`src/rtl/some_submodule_unit.sv`:
```
// some_submodule_unit: nibble packer. 4-bit samples on c are collected
// little-endian into W_DATA-wide words. A word is emitted when it is full,
// or earlier as a partial word when b requests a flush.
// Optional feature macro: SOME_SUBMODULE_PARITY_EN adds the o_parity output,
// which is the XOR reduction of the emitted word.
module some_submodule_unit #(
  parameter int W_DATA = 32,
  parameter int W_CNT  = $clog2(W_DATA/4)+1
) (
  input  logic              a,
  input  logic              b,
  input  logic [3:0]        c,
  input  logic              i_clk,
  input  logic              reset,
  output logic [W_DATA-1:0] o_word,
  output logic              o_valid,
  output logic [W_CNT-1:0]  o_count,
  output logic              o_busy
`ifdef SOME_SUBMODULE_PARITY_EN
  ,
  output logic              o_parity
`endif
);

  localparam int N = W_DATA/4;
  localparam logic [W_CNT-1:0] LAST_SLOT = W_CNT'(N-1);

  logic [W_DATA-1:0] buffer;
  logic [W_CNT-1:0]  idx;
  logic [W_DATA-1:0] merged;
  logic              emit;
  logic [W_DATA-1:0] emit_word;
  logic [W_CNT-1:0]  emit_count;

  // Merge the incoming nibble into its slot and decide whether this cycle emits a word
  always_comb begin
    merged     = buffer;
    emit       = 1'b0;
    emit_word  = buffer;
    emit_count = idx;
    for (int k = 0; k < N; k++) begin
      if (idx == W_CNT'(k)) begin
        merged[4*k +: 4] = c;
      end
    end
    if (a) begin
      emit       = b || (idx == LAST_SLOT);
      emit_word  = merged;
      emit_count = idx + W_CNT'(1);
    end else if (b && (idx != '0)) begin
      emit       = 1'b1;
      emit_word  = buffer;
      emit_count = idx;
    end
  end

  // Slot index, packing buffer and registered word outputs; reset discards any pending nibbles
  always_ff @(posedge i_clk) begin
    if (reset) begin
      buffer  <= '0;
      idx     <= '0;
      o_word  <= '0;
      o_valid <= 1'b0;
      o_count <= '0;
    end else begin
      o_valid <= emit;
      if (emit) begin
        o_word  <= emit_word;
        o_count <= emit_count;
        buffer  <= '0;
        idx     <= '0;
      end else if (a) begin
        buffer  <= merged;
        idx     <= idx + W_CNT'(1);
      end
    end
  end

`ifdef SOME_SUBMODULE_PARITY_EN
  // Parity of the emitted word, updated only when o_word itself is updated
  always_ff @(posedge i_clk) begin
    if (reset) begin
      o_parity <= 1'b0;
    end else if (emit) begin
      o_parity <= ^emit_word;
    end
  end
`endif

  assign o_busy = (idx != '0);

endmodule

```
`config.mk`:
```
export PLATFORM = sky130hd
export DESIGN_NAME = some_submodule_unit
export DESIGN_NICKNAME = d
export VERILOG_FILES = /design/src/rtl/some_submodule_unit.sv
export SDC_FILE = /design/constraint.sdc
export NUM_CORES = 1
export LEC_CHECK = 0
export ABC_AREA = 1
export CAP_MARGIN = 20
export CORE_MARGIN = 3
export CORE_UTILIZATION = 43
export CTS_CLUSTER_DIAMETER = 100
export DETAILED_ROUTE_END_ITERATION = 8
export PLACE_DENSITY = 0.68
export SLEW_MARGIN = 25
export SYNTH_ARGS = -nofsm -noshare
export SYNTH_HDL_FRONTEND = slang
export SYNTH_SLANG_ARGS = --single-unit
```
`constraint.sdc`:
```
create_clock -name i_clk -period 1.55 [get_ports i_clk]
set_clock_uncertainty 0.2 [all_clocks]
set_input_delay 0.31 -clock i_clk [delete_from_list [all_inputs] [get_ports i_clk]]
set_output_delay 0.31 -clock i_clk [all_outputs]
set_load 0.02 [all_outputs]
```
After elaboration in Yosys (flattened, before gate mapping) --
Index checks and enable logic that the tools add are counted.
Operators by class: multiplexer cells 12, $add $sub $neg 1, reduce and logical (&&, ||, !) cells 5, equality and inequality tests 7
Operator list (number):
- 2-to-1 mux 4 bit | 9
- 2-to-1 mux 32 bit | 1
- equality test 4 x 3 -> 1 bit (second input constant) | 4
- equality test 4 x 2 -> 1 bit (second input constant) | 2
- adder 4 x 1 -> 4 bit (second input constant) | 1
- equality test 4 x 1 -> 1 bit (second input constant) | 1
- logical NOT 4 bit | 1
- nonzero test 4 bit | 1
- 2-to-1 mux 1 bit | 2
- OR reduction 2 bit | 1
- logical AND 1 bit | 1
- logical OR 1 bit | 1
Storage, ports and cells: word-level logic and storage cells 30, register bits after elaboration 73, output and inout port bits 38

Logic depth before layout (Yosys ltp) --
Gate-level depths: netlist of run 1.
word-level depth 5, gate-level depth with buffers 9

Least setup slack after synthesis of run 1 --
Ideal clock, no wire load.
path type register to register, from reg idx[0], to reg o_word[16], cell stages (with the launch flop) 10, path buffers 0, data arrival time 1304 ps, required time 1291 ps, period minus slack after synthesis 1563 ps, slack -13 ps, cell sequence dfxtp_1 > inv_1 > ha_1 > nand2_1 > clkinv_1 > nand2_1 > nand2_1 > nand2_1 > nand3_1 > nand2_1
Between the ends: word-level cells in the longest chain between the ends 4
RTL lines:
- from (decl) | line 29 | logic [W_CNT-1:0] idx;
- from (signal assigned) | line 74 | idx <= idx + W_CNT'(1);
- nonzero test 4 bit | line 50 | end else if (b && (idx != '0)) begin
- logical AND 1 bit | line 50
- 2-to-1 mux 1 bit | line 50
- 2-to-1 mux 1 bit | line 46 | if (a) begin
- to (signal assigned) | line 68 | o_word <= emit_word;
- to (decl) | line 15 | output logic [W_DATA-1:0] o_word,
Parallel ways exist; a longest one is shown, timed or not. A chain may end at the register's enable or synchronous reset.

Final worst setup path of run 1 --
from reg idx[1], to reg buffer[29]
Between the ends: word-level cells in the longest chain between the ends 5
RTL lines:
- nonzero test 4 bit | line 50
- logical AND 1 bit | line 50
- 2-to-1 mux 1 bit | line 50
- 2-to-1 mux 1 bit | line 46
- OR reduction 2 bit (no line)
- to (signal assigned) | line 73 | buffer <= merged;
- to (decl) | line 28 | logic [W_DATA-1:0] buffer;
Parallel ways exist; a longest one is shown, timed or not.

==> flow_metrics.env, run 1 <==
export IMPL_rrSetupSlack_ns=-0.16
export IMPL_io_buffers=45
export IMPL_synth_top_area_share_pct=46.4
export IMPL_slew_headroom_pct=73.3
export IMPL_grt_setup_unrepaired="true"
export IMPL_hold_viol_final=0
export IMPL_cts_tree="done"
export IMPL_h_tree_depth=3
export IMPL_post_route_period_util_pct=111
export IMPL_synth_seq_area_share_pct=46.4
export IMPL_design_portCount=46
export IMPL_final_nets=540
export IMPL_mostFrequentLayoutCells="74 x nand2_1, 69 x dfxtp_1, 41 x nand2_2, 41 x nand3_2, 36 x nand4_1"
export IMPL_cts_sinks=73
export IMPL_tightestPinTransition_ns=0.396
export IMPL_final_util_pct=76.8
export IMPL_place_area_um2=3930
export IMPL_dp_hpwl_um=5150
export IMPL_layout_drive_gt1_share_pct=53.2
export IMPL_instances_no_fill=628
export IMPL_design_core_area_um2=6940
export IMPL_die_width_um=91.6
export IMPL_grt_max_degree=48
export IMPL_critPathCaptureType="flip-flop"
export IMPL_cp_required_ns=1.62
export IMPL_total_power_w=0.00415
export IMPL_num_fill_cells=417
export IMPL_period_needed_ns=1.71
export IMPL_clk_latency_ns=0.37
export IMPL_max_freq_mhz=583
export IMPL_num_vias=3616
export IMPL_critical_path_class="flip-flop to flip-flop"
export IMPL_viasPerCell=5.76
export IMPL_cts_root_buf="clkbuf_8"
export IMPL_synthCells=429
export IMPL_rows=30
export IMPL_clkTransAtPathRegs_ns=0.09
export IMPL_grt_pass1_wl_um=18900
export IMPL_worstHoldPathType="flip-flop to flip-flop"
export IMPL_grt_usage_pct=29.2
export IMPL_final_cell_area_um2=5330
export IMPL_setup_violations=73
export IMPL_failed_checks="setup timing"
export IMPL_cts_buffers=9
export IMPL_ys_ff_latch=73
export IMPL_drc=0
export IMPL_drt_iter0_drc=422
export IMPL_critical_path_startpoint_type="flip-flop"
export IMPL_syn_area_per_cell_um2=7.34
export IMPL_yosysWarnings=0
export IMPL_initial_utilization_pct=45.4
export IMPL_die_h_um=91.6
export IMPL_cp_max_fo=7
export IMPL_maxCapViolations=0
export IMPL_clockBufferDepth=2
export IMPL_final_common_cell="nand2_1"
export IMPL_yosys_area_top_type="dfxtp_1"
export IMPL_firstDrtPassIters=7
export IMPL_status="complete, but fails checks"
export IMPL_leakagePower_nw=2.26
export IMPL_overflow=0
export IMPL_netlist_cell_type_count=23
export IMPL_place_gp_congestion=0.810
export IMPL_routedWlPerCell_um=20.8
export IMPL_area_delta_synth_final_pct=69.3
export IMPL_dp_slack_ns=-0.482
export IMPL_die_area_um2=8390
export IMPL_ant_nets=0
export IMPL_finalMaxSlewViolations=0
export IMPL_dpl_cell_count=571
export IMPL_fin_ws_ns=-0.165
export IMPL_ys_top_cells_by_area="dfxtp_1 46%, nand2_1 14%, nand3_1 11%"
export IMPL_totalWireLength_um=13100
export IMPL_p_per_area_nw_per_um2=778
export IMPL_antenna_cells_inserted=0
export IMPL_worstPathArrival_ns=1.78
export IMPL_synth_fp_nets=442
export IMPL_vdd_drop_max_uv=504
export IMPL_antenna_found_initial=0
export IMPL_grt_pass1_vias=3553
export IMPL_synth_area_um2=3150
area by class of cell:
type	instances	area, um^2	area share [%]
Multi-Input combinational cell	280	2060	38.6
Timing Repair Buffer	115	1290	24.2
Clock buffer	9	124	2.32
Clock inverter	7	70.1	1.31
Inverter	47	199	3.73
Tap cell	96	120	2.25
Timing Repair inverter	1	5.00	0.0939
Sequential cell	73	1470	27.5
critical path, cell delays in order, from the launching register on:
cell,delay (ns)
dfxtp_2,0.35
buf_6,0.12
ha_4,0.15
nand2_4,0.07
inv_6,0.10
nand2_8,0.07
buf_6,0.12
nand3_4,0.07
buf_12,0.15
buf_12,0.16
nor2_2,0.05
registers in the layout (all words and copies together) (netlist names):
name,cells
buffer,32
o_word,32
o_count,4
o_valid,1
idx,4
cell usage after synthesis, drive strengths merged:
master	n
clkbuf	6
a21oi	1
clkinv	2
nand2	124
dfxtp	73
o21ai	2
nor2	39
inv	45
xor2	1
and2	1
ha	5
nand4	36
nand3	70
buf	24
what timing repair did:
item                                   4_1_cts  5_1_grt
resized for setup                          204      144
setup endpoints to repair                  111      110
endpoints found under the hold margin        0        0
hold buffers                                 0        0
setup buffers                               26       10
pin swaps                                   52       39
gates cloned                                14        0
power by group:
part | switching [W] | total [W] | internal, W
logic | 0.000397 | 0.000687 | 0.000289
clock network | 0.000806 | 0.00155 | 0.000743
registers | 0.0000125 | 0.00191 | 0.00190
total | 0.00122 | 0.00415 | 0.00293
routing by layer:
layer	up-vias	wire (um)	GRT usage, %
li1	1579	-	-
met2	224	6370	47.2
met5	-	0	0
met3	99	983	7.54
met1	1714	4680	34.9
met4	0	1020	16.5
final timing paths:
kind,startpoint,end,cells past startpoint
hold / removal,o_word[15]$_SDFFE_PP0P_,o_word[15]$_SDFFE_PP0P_,2
setup / recovery,idx[1]$_SDFF_PP0_,buffer[29]$_SDFF_PP0_,10
setup reg to reg,idx[1]$_SDFF_PP0_,buffer[29]$_SDFF_PP0_,10
hold reg to reg,o_word[15]$_SDFFE_PP0P_,o_word[15]$_SDFFE_PP0P_,2
kinds of logic after synthesis:
kind of cell	count (synthesis)	share of synthesized area, %
fa+ha+maj	5	1.99
buf+inv	77	11.3
flops	73	46.4
simple gates	270	39.6
xor+xnor	1	0.278
compound gates	3	0.477
metrics by stage:
step	hold WS, ns	TNS [ns]
2_1_floorplan	0.179	0
3_3_place_gp	0.259	-26.28
3_5_place_dp	0.265	-27.35
4_1_cts	0.273	-6.46
5_1_grt	0.306	-12.13
6_report	0.272	-8.42
Power figures use the tool's default switching activity.
==> run 2, diff against run 1 <==
--- a/config.mk
+++ b/config.mk
@@ -7,12 +7,10 @@
 export LEC_CHECK = 0
 export ABC_AREA = 1
 export CAP_MARGIN = 20
-export CORE_MARGIN = 3
 export CORE_UTILIZATION = 43
 export CTS_CLUSTER_DIAMETER = 100
 export DETAILED_ROUTE_END_ITERATION = 8
 export PLACE_DENSITY = 0.68
-export SLEW_MARGIN = 25
 export SYNTH_ARGS = -nofsm -noshare
 export SYNTH_HDL_FRONTEND = slang
 export SYNTH_SLANG_ARGS = --single-unit
==> run 2 against run 1 <==
Against the previous run: the run still ends with setup timing left; register-to-register slack better by 0.13 ns; via count down 16%; highest routed layer unchanged; non-clock buffer count down 28; critical path type is now flip-flop to output pin; fmax up 7.3%; hold slack worse by 0.010 ns.
==> flow_metrics.env, run 2 (synthesis results as in run 1) <==
export IMPL_status="complete, but fails checks"
export IMPL_failed_checks="setup timing"
export IMPL_clkTransAtPathRegs_ns=0.07
export IMPL_io_buffers=45
export IMPL_antenna_found_initial=0
export IMPL_final_common_cell="nand2_1"
export IMPL_totalWireLength_um=8530
export IMPL_crit_buf_inv=2
export IMPL_die_area_um2=7670
export IMPL_p_per_area_nw_per_um2=873
export IMPL_num_fill_cells=552
export IMPL_grt_max_degree=48
export IMPL_routedWlPerCell_um=14.2
export IMPL_cp_top_family="flip-flops"
export IMPL_cts_sinks=73
export IMPL_top_regs="buffer x32, o_word x32"
export IMPL_post_route_period_util_pct=103
export IMPL_drc=0
export IMPL_cp_max_fo=2
export IMPL_worstHoldPathType="flip-flop to flip-flop"
export IMPL_place_gp_congestion=0.893
export IMPL_overflow=0
export IMPL_worstPathArrival_ns=1.09
export IMPL_clk_latency_ns=0.36
export IMPL_drt_iter0_drc=178
export IMPL_critical_path_startpoint_type="flip-flop"
export IMPL_grt_pass1_vias=2925
export IMPL_area_delta_synth_final_pct=50.2
export IMPL_viasPerCell=5.08
export IMPL_vdd_drop_max_uv=576
export IMPL_slew_headroom_pct=76.2
export IMPL_cts_root_buf="clkbuf_8"
export IMPL_cts_buffers=9
export IMPL_initial_utilization_pct=45.4
export IMPL_design_portCount=46
export IMPL_dp_hpwl_um=5260
export IMPL_die_width_um=87.6
export IMPL_layout_drive_gt1_share_pct=33.1
export IMPL_grt_usage_pct=23.9
export IMPL_final_util_pct=68.1
export IMPL_firstDrtPassIters=4
export IMPL_dp_slack_ns=-0.481
export IMPL_finalMaxSlewViolations=0
export IMPL_rows=30
export IMPL_period_needed_ns=1.60
export IMPL_critPathCaptureType="output pin"
export IMPL_final_nets=512
export IMPL_design_core_area_um2=6940
export IMPL_slowest_delay_ns=0.35
export IMPL_fin_ws_ns=-0.0477
export IMPL_antenna_cells_inserted=0
export IMPL_grt_pass1_wl_um=14100
export IMPL_cp_required_ns=1.04
export IMPL_mostFrequentLayoutCells="97 x nand2_1, 69 x dfxtp_1, 40 x nand3_1"
export IMPL_maxCapViolations=0
export IMPL_setup_violations=14
export IMPL_crit_chain="inv_2, ha_4, nand2_4, buf_6"
export IMPL_max_freq_mhz=626
export IMPL_num_vias=3046
export IMPL_die_h_um=87.6
export IMPL_leakagePower_nw=2.08
export IMPL_critical_path_class="flip-flop to output pin"
export IMPL_critPathSlowestCell="dfxtp_2"
export IMPL_ant_nets=0
export IMPL_clockBufferDepth=2
export IMPL_hold_viol_final=0
export IMPL_cts_tree="done"
export IMPL_tightestPinTransition_ns=0.354
export IMPL_grt_setup_unrepaired="true"
export IMPL_h_tree_depth=3
run 2: cell count changes in the layout (fill, tap and decap cells not counted), sizes merged:
cell	delta
buf	-29
clkdlybuf4s15	+16
clkbuf	-15
clkinv	-2
bufinv	+1
clkinvlp	-1
dlygate4sd2	+1
dlymetal6s2s	+1
inv	+1
nand2	-1
run 2: through the flow:
stage,total power [W],instance area [um^2],instances,setup TNS [ns],hold WS (ns)
after floorplan,0.00217,3150,429,0,0.179
after global placement,0.00233,3950,574,-23.42,0.261
after detailed placement,0.00234,3950,574,-25.49,0.264
after CTS,0.00406,4430,600,-0.441,0.274
after global routing,0.00425,4730,600,-3.33,0.291
final,0.00413,4730,600,-0.184,0.262
run 2: layout make-up:
type | count | area [um^2] | share of cell area (%)
Sequential cell | 73 | 1470 | 31.0
Timing Repair inverter | 2 | 11.3 | 0.238
Clock buffer | 11 | 141 | 2.99
Clock inverter | 5 | 78.8 | 1.67
Timing Repair Buffer | 87 | 992 | 21.0
Multi-Input combinational cell | 279 | 1720 | 36.4
Inverter | 47 | 196 | 4.15
Tap cell | 96 | 120 | 2.54
run 2: power breakdown:
part	total, W	internal [W]	switching (W)
sequential	0.00191	0.00190	0.0000107
clock	0.00170	0.000948	0.000750
combinational	0.000521	0.000215	0.000306
total	0.00413	0.00306	0.00107
run 2: layer usage:
| layer | GRT usage, % | wire, um | vias to the layer above |
|---|---|---|---|
| met5 | 0 | 0 | - |
| met4 | 10.4 | 170 | 0 |
| met3 | 3.68 | 232 | 13 |
| met2 | 40.8 | 4320 | 55 |
| met1 | 30.1 | 3810 | 1449 |
| li1 | - | - | 1529 |
run 2: timing repair:
| action | in CTS | in global routing |
|---|---|---|
| hold buffers | 0 | 0 |
| cloned | 4 | 2 |
| resized for setup | 105 | 122 |
| pin swaps | 11 | 34 |
| buffers inserted | 8 | 1 |
| setup endpoints to repair | 110 | 102 |
run 2: path summary, 6_finish.rpt:
path | slack [ns] | cells after the start | to | start
worst max-delay path | -0.05 | 4 | o_busy | idx[1]$_SDFF_PP0_
worst min-delay path | 0.26 | 2 | o_word[1]$_SDFFE_PP0P_ | o_word[1]$_SDFFE_PP0P_
worst max register to register | -0.03 | 9 | o_word[26]$_SDFFE_PP0P_ | idx[1]$_SDFF_PP0_
worst min register to register | 0.26 | 2 | o_word[1]$_SDFFE_PP0P_ | o_word[1]$_SDFFE_PP0P_
run 2: worst min-delay path, stage by stage, from the launching register on:
cell and delay (ns):
dfxtp_1 0.31, nand4_1 0.07, nand2_1 0.04
==> run 3, diff against run 2 <==
--- a/config.mk
+++ b/config.mk
@@ -10,6 +10,7 @@
 export CORE_UTILIZATION = 43
 export CTS_CLUSTER_DIAMETER = 100
 export DETAILED_ROUTE_END_ITERATION = 8
+export GPL_ROUTABILITY_DRIVEN = 1
 export PLACE_DENSITY = 0.68
 export SYNTH_ARGS = -nofsm -noshare
 export SYNTH_HDL_FRONTEND = slang
==> results of run 3 <==
No change in the layout: final DEF, timing and power equal those of run 2.
